`config.mk`:
```
export PLATFORM = sky130hd
export DESIGN_NAME = mem_access_unit_flat
export DESIGN_NICKNAME = d
export VERILOG_FILES = /design/src/rtl/mem_access_unit_if.sv /design/src/rtl/mem_access_unit.sv /design/src/flat_wrapper.sv
export SDC_FILE = /design/constraint.sdc
export NUM_CORES = 1
export LEC_CHECK = 0
export CAP_MARGIN = 5
export CORE_MARGIN = 5
export CORE_UTILIZATION = 35
export CTS_CLUSTER_DIAMETER = 60
export DETAILED_ROUTE_END_ITERATION = 8
export SLEW_MARGIN = 10
export SYNTH_ARGS = -nofsm -noshare
export SYNTH_HDL_FRONTEND = slang
export SYNTH_SLANG_ARGS = --single-unit
```
`constraint.sdc`:
```
create_clock -name clk -period 4.9 [get_ports clk]
set_input_delay 0.98 -clock clk [delete_from_list [all_inputs] [get_ports clk]]
set_output_delay 0.98 -clock clk [all_outputs]
set_load 0.02 [all_outputs]
```
`src/rtl/mem_access_unit_if.sv`:
```
// Request/response and data-memory bus bundle for mem_access_unit.
// The slave modport is the unit's view; the master modport is the
// environment's view (MEM stage plus data memory).
interface mem_access_unit_if #(
    parameter int DATA_WIDTH = 16,
    parameter int ADDR_WIDTH = 16
);
    // request side
    logic                    req_valid;
    logic                    req_ready;
    logic [1:0]              req_op;
    logic                    req_indirect;
    logic [ADDR_WIDTH-1:0]   req_addr;
    logic [DATA_WIDTH-1:0]   req_wdata;

    // response side
    logic                    resp_valid;
    logic [DATA_WIDTH-1:0]   resp_rdata;
    logic [ADDR_WIDTH-1:0]   resp_addr;
    logic                    busy;

    // data-memory port
    logic [ADDR_WIDTH-1:0]   mem_address;
    logic                    mem_read;
    logic                    mem_write;
    logic [DATA_WIDTH-1:0]   mem_wdata;
    logic [DATA_WIDTH/8-1:0] mem_byte_enable;
    logic                    mem_resp;
    logic [DATA_WIDTH-1:0]   mem_rdata;

    modport slave (
        input  req_valid, req_op, req_indirect, req_addr, req_wdata,
        input  mem_resp, mem_rdata,
        output req_ready, resp_valid, resp_rdata, resp_addr, busy,
        output mem_address, mem_read, mem_write, mem_wdata, mem_byte_enable
    );

    modport master (
        output req_valid, req_op, req_indirect, req_addr, req_wdata,
        output mem_resp, mem_rdata,
        input  req_ready, resp_valid, resp_rdata, resp_addr, busy,
        input  mem_address, mem_read, mem_write, mem_wdata, mem_byte_enable
    );
endinterface

```
`src/rtl/mem_access_unit.sv`:
```
// Data-memory access sequencer: one load/store at a time, optional
// hardware pointer chasing (IND_LEVELS pointer reads) before the final
// access, and byte-lane steering for any power-of-two data width.
module mem_access_unit #(
    parameter int DATA_WIDTH = 16,
    parameter int ADDR_WIDTH = 16,
    parameter int IND_LEVELS = 1
) (
    input  logic            clk,
    input  logic            reset_n,
    mem_access_unit_if.slave bus
);
    localparam int B  = DATA_WIDTH / 8;
    localparam int LB = $clog2(B);
    localparam logic [ADDR_WIDTH-1:0] LANE_MASK  = ADDR_WIDTH'(B - 1);
    localparam logic [1:0]            LAST_LEVEL = 2'(IND_LEVELS - 1);

    typedef enum logic [1:0] {
        S_IDLE   = 2'd0,
        S_PTR    = 2'd1,
        S_ACCESS = 2'd2,
        S_RESP   = 2'd3
    } state_t;

    state_t                  state_q, state_d;
    logic [1:0]              level_q, level_d;
    logic [1:0]              op_q, op_d;          // [0]=write, [1]=byte
    logic                    ind_q, ind_d;
    logic [ADDR_WIDTH-1:0]   addr_q, addr_d;      // current pointer / final address
    logic [DATA_WIDTH-1:0]   wdata_q, wdata_d;

    logic [ADDR_WIDTH-1:0]   mem_address_q, mem_address_d;
    logic                    mem_read_q, mem_read_d;
    logic                    mem_write_q, mem_write_d;
    logic [DATA_WIDTH-1:0]   mem_wdata_q, mem_wdata_d;
    logic [B-1:0]            mem_be_q, mem_be_d;
    logic                    resp_valid_q, resp_valid_d;
    logic [DATA_WIDTH-1:0]   resp_rdata_q, resp_rdata_d;
    logic [ADDR_WIDTH-1:0]   resp_addr_q, resp_addr_d;

    logic                    req_ready;
    logic                    accept;
    logic                    mem_done;
    logic [LB-1:0]           lane;
    logic [ADDR_WIDTH-1:0]   aligned_addr;
    logic [7:0]              rd_byte;

    assign req_ready    = (state_q == S_IDLE) || (state_q == S_RESP);
    assign accept       = bus.req_valid && req_ready;
    // a memory handshake only counts while a strobe is actually out
    assign mem_done     = (mem_read_q || mem_write_q) && bus.mem_resp;
    assign lane         = addr_q[LB-1:0];
    assign aligned_addr = addr_q & ~LANE_MASK;
    assign rd_byte      = 8'(bus.mem_rdata >> {lane, 3'b000});

    // next-state, request latching and registered memory-port values
    always_comb begin
        state_d       = state_q;
        level_d       = level_q;
        op_d          = op_q;
        ind_d         = ind_q;
        addr_d        = addr_q;
        wdata_d       = wdata_q;
        mem_address_d = '0;
        mem_read_d    = 1'b0;
        mem_write_d   = 1'b0;
        mem_wdata_d   = '0;
        mem_be_d      = '0;
        resp_valid_d  = 1'b0;
        resp_rdata_d  = resp_rdata_q;
        resp_addr_d   = resp_addr_q;

        case (state_q)
            S_IDLE, S_RESP: begin
                if (accept) begin
                    op_d    = bus.req_op;
                    ind_d   = bus.req_indirect;
                    addr_d  = bus.req_addr;
                    wdata_d = bus.req_wdata;
                    level_d = 2'd0;
                    state_d = bus.req_indirect ? S_PTR : S_ACCESS;
                end else if (state_q == S_RESP) begin
                    state_d = S_IDLE;
                end
            end

            S_PTR: begin
                if (mem_done) begin
                    // strobe drops on this edge; a further level re-strobes next cycle
                    addr_d = ADDR_WIDTH'(bus.mem_rdata);
                    if (level_q == LAST_LEVEL) begin
                        state_d = S_ACCESS;
                    end else begin
                        level_d = level_q + 2'd1;
                    end
                end else begin
                    mem_read_d    = 1'b1;
                    mem_address_d = aligned_addr;
                    mem_be_d      = {B{1'b1}};
                end
            end

            S_ACCESS: begin
                if (mem_done) begin
                    state_d      = S_RESP;
                    resp_valid_d = 1'b1;
                    if (op_q[0]) begin
                        resp_rdata_d = '0;
                    end else if (op_q[1]) begin
                        resp_rdata_d = DATA_WIDTH'(rd_byte);
                    end else begin
                        resp_rdata_d = bus.mem_rdata;
                    end
                    resp_addr_d = op_q[1] ? addr_q : aligned_addr;
                end else begin
                    mem_read_d    = ~op_q[0];
                    mem_write_d   = op_q[0];
                    mem_address_d = aligned_addr;
                    if (op_q[1]) begin
                        mem_be_d    = B'(1) << lane;
                        mem_wdata_d = {B{wdata_q[7:0]}};
                    end else begin
                        mem_be_d    = {B{1'b1}};
                        mem_wdata_d = wdata_q;
                    end
                end
            end

            default: state_d = S_IDLE;
        endcase
    end

    // state and output registers; reset kills any strobe immediately
    always_ff @(posedge clk or negedge reset_n) begin
        if (!reset_n) begin
            state_q       <= S_IDLE;
            level_q       <= 2'd0;
            op_q          <= 2'd0;
            ind_q         <= 1'b0;
            addr_q        <= '0;
            wdata_q       <= '0;
            mem_address_q <= '0;
            mem_read_q    <= 1'b0;
            mem_write_q   <= 1'b0;
            mem_wdata_q   <= '0;
            mem_be_q      <= '0;
            resp_valid_q  <= 1'b0;
            resp_rdata_q  <= '0;
            resp_addr_q   <= '0;
        end else begin
            state_q       <= state_d;
            level_q       <= level_d;
            op_q          <= op_d;
            ind_q         <= ind_d;
            addr_q        <= addr_d;
            wdata_q       <= wdata_d;
            mem_address_q <= mem_address_d;
            mem_read_q    <= mem_read_d;
            mem_write_q   <= mem_write_d;
            mem_wdata_q   <= mem_wdata_d;
            mem_be_q      <= mem_be_d;
            resp_valid_q  <= resp_valid_d;
            resp_rdata_q  <= resp_rdata_d;
            resp_addr_q   <= resp_addr_d;
        end
    end

    assign bus.req_ready       = req_ready;
    assign bus.busy            = (state_q != S_IDLE);
    assign bus.resp_valid      = resp_valid_q;
    assign bus.resp_rdata      = resp_rdata_q;
    assign bus.resp_addr       = resp_addr_q;
    assign bus.mem_address     = mem_address_q;
    assign bus.mem_read        = mem_read_q;
    assign bus.mem_write       = mem_write_q;
    assign bus.mem_wdata       = mem_wdata_q;
    assign bus.mem_byte_enable = mem_be_q;

endmodule
```
`src/flat_wrapper.sv`:
```
// flat-port wrapper written by rule: the top's interface ports become plain ports
module mem_access_unit_flat 
#(
    parameter int DATA_WIDTH = 16,
    parameter int ADDR_WIDTH = 16,
    parameter int IND_LEVELS = 1
)
  (clk, reset_n, bus_req_valid, bus_req_op, bus_req_indirect, bus_req_addr, bus_req_wdata, bus_mem_resp, bus_mem_rdata, bus_req_ready, bus_resp_valid, bus_resp_rdata, bus_resp_addr, bus_busy, bus_mem_address, bus_mem_read, bus_mem_write, bus_mem_wdata, bus_mem_byte_enable);
  mem_access_unit_if #(.DATA_WIDTH(DATA_WIDTH), .ADDR_WIDTH(ADDR_WIDTH)) bus_i ();
  input  logic clk;
  input  logic reset_n;
  input wire logic [$bits(bus_i.req_valid)-1:0] bus_req_valid;
  input wire logic [$bits(bus_i.req_op)-1:0] bus_req_op;
  input wire logic [$bits(bus_i.req_indirect)-1:0] bus_req_indirect;
  input wire logic [$bits(bus_i.req_addr)-1:0] bus_req_addr;
  input wire logic [$bits(bus_i.req_wdata)-1:0] bus_req_wdata;
  input wire logic [$bits(bus_i.mem_resp)-1:0] bus_mem_resp;
  input wire logic [$bits(bus_i.mem_rdata)-1:0] bus_mem_rdata;
  output wire logic [$bits(bus_i.req_ready)-1:0] bus_req_ready;
  output wire logic [$bits(bus_i.resp_valid)-1:0] bus_resp_valid;
  output wire logic [$bits(bus_i.resp_rdata)-1:0] bus_resp_rdata;
  output wire logic [$bits(bus_i.resp_addr)-1:0] bus_resp_addr;
  output wire logic [$bits(bus_i.busy)-1:0] bus_busy;
  output wire logic [$bits(bus_i.mem_address)-1:0] bus_mem_address;
  output wire logic [$bits(bus_i.mem_read)-1:0] bus_mem_read;
  output wire logic [$bits(bus_i.mem_write)-1:0] bus_mem_write;
  output wire logic [$bits(bus_i.mem_wdata)-1:0] bus_mem_wdata;
  output wire logic [$bits(bus_i.mem_byte_enable)-1:0] bus_mem_byte_enable;
  assign bus_i.req_valid = bus_req_valid;
  assign bus_i.req_op = bus_req_op;
  assign bus_i.req_indirect = bus_req_indirect;
  assign bus_i.req_addr = bus_req_addr;
  assign bus_i.req_wdata = bus_req_wdata;
  assign bus_i.mem_resp = bus_mem_resp;
  assign bus_i.mem_rdata = bus_mem_rdata;
  assign bus_req_ready = bus_i.req_ready;
  assign bus_resp_valid = bus_i.resp_valid;
  assign bus_resp_rdata = bus_i.resp_rdata;
  assign bus_resp_addr = bus_i.resp_addr;
  assign bus_busy = bus_i.busy;
  assign bus_mem_address = bus_i.mem_address;
  assign bus_mem_read = bus_i.mem_read;
  assign bus_mem_write = bus_i.mem_write;
  assign bus_mem_wdata = bus_i.mem_wdata;
  assign bus_mem_byte_enable = bus_i.mem_byte_enable;
  mem_access_unit #(.DATA_WIDTH(DATA_WIDTH), .ADDR_WIDTH(ADDR_WIDTH), .IND_LEVELS(IND_LEVELS)) u_core (.clk(clk), .reset_n(reset_n), .bus(bus_i));
endmodule
```
==> flow_metrics.tcl <==
set metrics [dict create \
    finClkSkew_ps 8.39 \
    antenna_found_initial 0 \
    final_nets 527 \
    clkTransAtPathRegs_ps 70 \
    status "finished, final reports clean" \
    crit_fanout 3 \
    drive_above_1_share_pct 12.7 \
    syn_inst 353 \
    cts_sinks 106 \
    dieWidth_um 122 \
    ys.flop_type "dfrtp_1" \
    ys_ff_latch 106 \
    max-vdd-ir-drop_v 0.000329 \
    vias 3187 \
    yosys_warnings 0 \
    drt_iter0_markers 177 \
    post-dp-hpwl_mm 8.49 \
    yosysSeqAreaShare_pct 60.5 \
    cts_buffer_depth 2 \
    place_congestion 0.773 \
    path_common_cell "inv_1" \
    fp-row-count 40 \
    post-route-period-util_pct 57.7 \
    timing.hold.ws_ps 487 \
    end_kind "output port" \
    root_buffer "clkbuf_16" \
    holdBufCountCts 0 \
    area_delta_synth_final_pct 37.3 \
    io_pins 126 \
    netlist_area_um2 4390 \
    final_hold_viol_count 0 \
    synthDistinctLibCells 34 \
    cts_tree "built" \
    slowest_stage "clkdlybuf4s50_1" \
    rsz0062_at_grt "no" \
    drv_slew 0 \
    core_area_um2 12200 \
    synthArstFlopShare_pct 100 \
    vias_per_cell 4.97 \
    drc 0 \
    fmax_mhz 354 \
    crit_type "reg2out" \
    tightest_slew_ps 978 \
    setup_violations 0 \
    die_h_um 122 \
    tns_ps 0 \
    slew_headroom_pct 34.8 \
    period_needed_ps 2830 \
    io_buffers 124 \
    n_antenna_cell 0 \
    fill_cells 1104 \
    gr-total-overflow 0 \
    grt_use_total_pct 16.4 \
    power_density_nw_per_um2 728 \
    first_pass_iters 4 \
    grt_pass1_wl_mm 18.7 \
    finalWirelength_mm 11.9 \
    cpPeakStageDelay_ps 630 \
    crit_chain "inv_1 > ha_1 > inv_1 > clkdlybuf4s50_1" \
    cp.required_ps 3920 \
    hold_path_class "reg2reg" \
    arrival_ps 1850 \
    grt_max_degree 77 \
    p_leak_nw 2.65 \
    synth_edf_count 0 \
    grt_pass1_vias 3341 \
    wl_per_cell_um 18.6 \
    postCtsSetupBuffers 0 \
    numCtsBuffers 9 \
    initial_core_util_pct 36.1 \
    cp-start-kind "flip-flop" \
    syn_area_per_cell_um2 12.4 \
    dieArea_um2 14900 \
    maxCapViolCount 0 \
    syn_nets 412 \
    p_total_mw 4.38 \
    htreeDepth 3 \
    clock_latency_ps 350 \
    drtAntennaViolNets 0 \
    post_cts_resized 0 \
]
[worst max-delay path, delay by kind of cell, from the launching register on]
family	cells	cell delay, ps
adder cells (fa/ha/maj)	1	350
flip-flops	1	360
buffers and inverters	3	800
[cells by family (layout without fill, tap and decap cells)]
logic type      after synthesis  in the layout  share of synthesized area (%)
compound gates               81             81                           12.7
fa+ha+maj                     4              4                           1.14
buf+inv                      36            156                           4.85
flops                       106            106                           60.5
mux                          49             49                           12.1
other cells                   1              1                         0.0855
simple gates                 76             76                           8.67
[power by group]
part           internal (mW)  switching, mW  total, mW
combinational          0.988           1.10       2.08
clock                  0.437          0.317      0.754
sequential              1.28          0.267       1.55
total                   2.70           1.68       4.38
[layout make-up]
class                      instances  area, um2  share of cell area (%)
clock buffer                      12        267                    4.43
clock inverter                     4       48.8                   0.810
timing repair buffer             129       1280                    21.2
sequential                       106       2650                    44.1
inverter                          11       41.3                   0.686
multi-input combinational        211       1530                    25.3
tap                              168        210                    3.49
[cell usage in the layout (no fill, tap or decap)]
cell and n:
a21oi_1 21, a22oi_1 1, and2b_1 1, and3_1 23, buf_4 6, bufinv_16 1
clkbuf_16 9, clkbuf_8 3, clkdlybuf4s50_1 123, clkinv_2 2, clkinv_4 1, conb_1 1
dfrtp_1 106, ha_1 4, inv_1 10, inv_2 1, mux2_1 10, mux2_2 21
mux2i_1 18, nand2_1 32, nand2_2 1, nand2_4 1, nand2_8 1, nand4_1 2
nor2_1 14, o21a_1 1, o21ai_0 14, o21ai_2 1, o21ba_4 1, o21bai_1 1
o221a_2 1, o22ai_1 20, o22ai_2 10, o311ai_0 2, o31ai_1 8, or3_1 1
[sequential cells by signal, summed over array words and instances, names as in the netlist]
signal	cells
u_core.addr_q	16
u_core.bus.mem_address	15
u_core.bus.mem_byte_enable	2
u_core.bus.mem_read	1
u_core.bus.mem_wdata	16
u_core.bus.mem_write	1
u_core.bus.resp_addr	16
u_core.bus.resp_rdata	16
u_core.bus.resp_valid	1
u_core.level_q	2
u_core.op_q	2
u_core.state_q	2
u_core.wdata_q	16
[cells in the mapped netlist, types with 2 or more instances]
library cell	count	area [um2]
and3_1	23	144
buf_2	9	45.0
a21oi_1	21	105
o22ai_2	10	125
o21ai_0	14	70.1
buf_4	3	22.5
mux2_2	21	236
nand4_1	2	12.5
buf_12	2	40.0
nor2_1	14	52.6
mux2_1	10	113
o22ai_1	20	125
mux2i_1	18	180
clkbuf_1	8	30.0
o31ai_1	8	60.1
buf_6	3	33.8
dfrtp_1	106	2650
inv_1	10	37.5
ha_1	4	50.1
nand2_1	32	120
o311ai_0	2	17.5
[layer usage]
layer	wire length (um)	vias up	GRT usage, %
li1	-	1480	-
met1	5040	1581	20.9
met2	5980	104	27.2
met3	622	22	3.62
met4	282	0	6.58
met5	0	-	0
[through the flow]
| step | worst slack (ps) | cell area (um2) | utilization, % | cells |
|---|---|---|---|---|
| 4_1_cts | 2040 | 6020 | 49.5 | 641 |
| 3_3_place_gp | 1760 | 5710 | 46.9 | 625 |
| 6_report | 2070 | 6020 | 49.5 | 641 |
| 2_1_floorplan | 2630 | 4390 | - | 353 |
| 3_5_place_dp | 1720 | 5710 | 46.9 | 625 |
| 5_1_grt | 1990 | 6020 | 49.5 | 641 |
[final timing paths]
path,startpoint,end,slack (ps),cells after the start
max,u_core.state_q[0]$_DFFE_PN0P_,bus_req_ready,2070,4
min,u_core.bus.resp_rdata[11]$_DFFE_PN0P_,u_core.bus.resp_rdata[11]$_DFFE_PN0P_,490,2
max reg2reg,u_core.state_q[0]$_DFFE_PN0P_,u_core.state_q[0]$_DFFE_PN0P_,2410,6
min reg2reg,u_core.bus.resp_rdata[11]$_DFFE_PN0P_,u_core.bus.resp_rdata[11]$_DFFE_PN0P_,490,2
max in group asynchronous,reset_n,u_core.bus.mem_read$_DFF_PN0_,3100,2
min in group asynchronous,reset_n,u_core.wdata_q[10]$_DFFE_PN0P_,780,1
No activity file was read; power rests on OpenSTA's default activity.
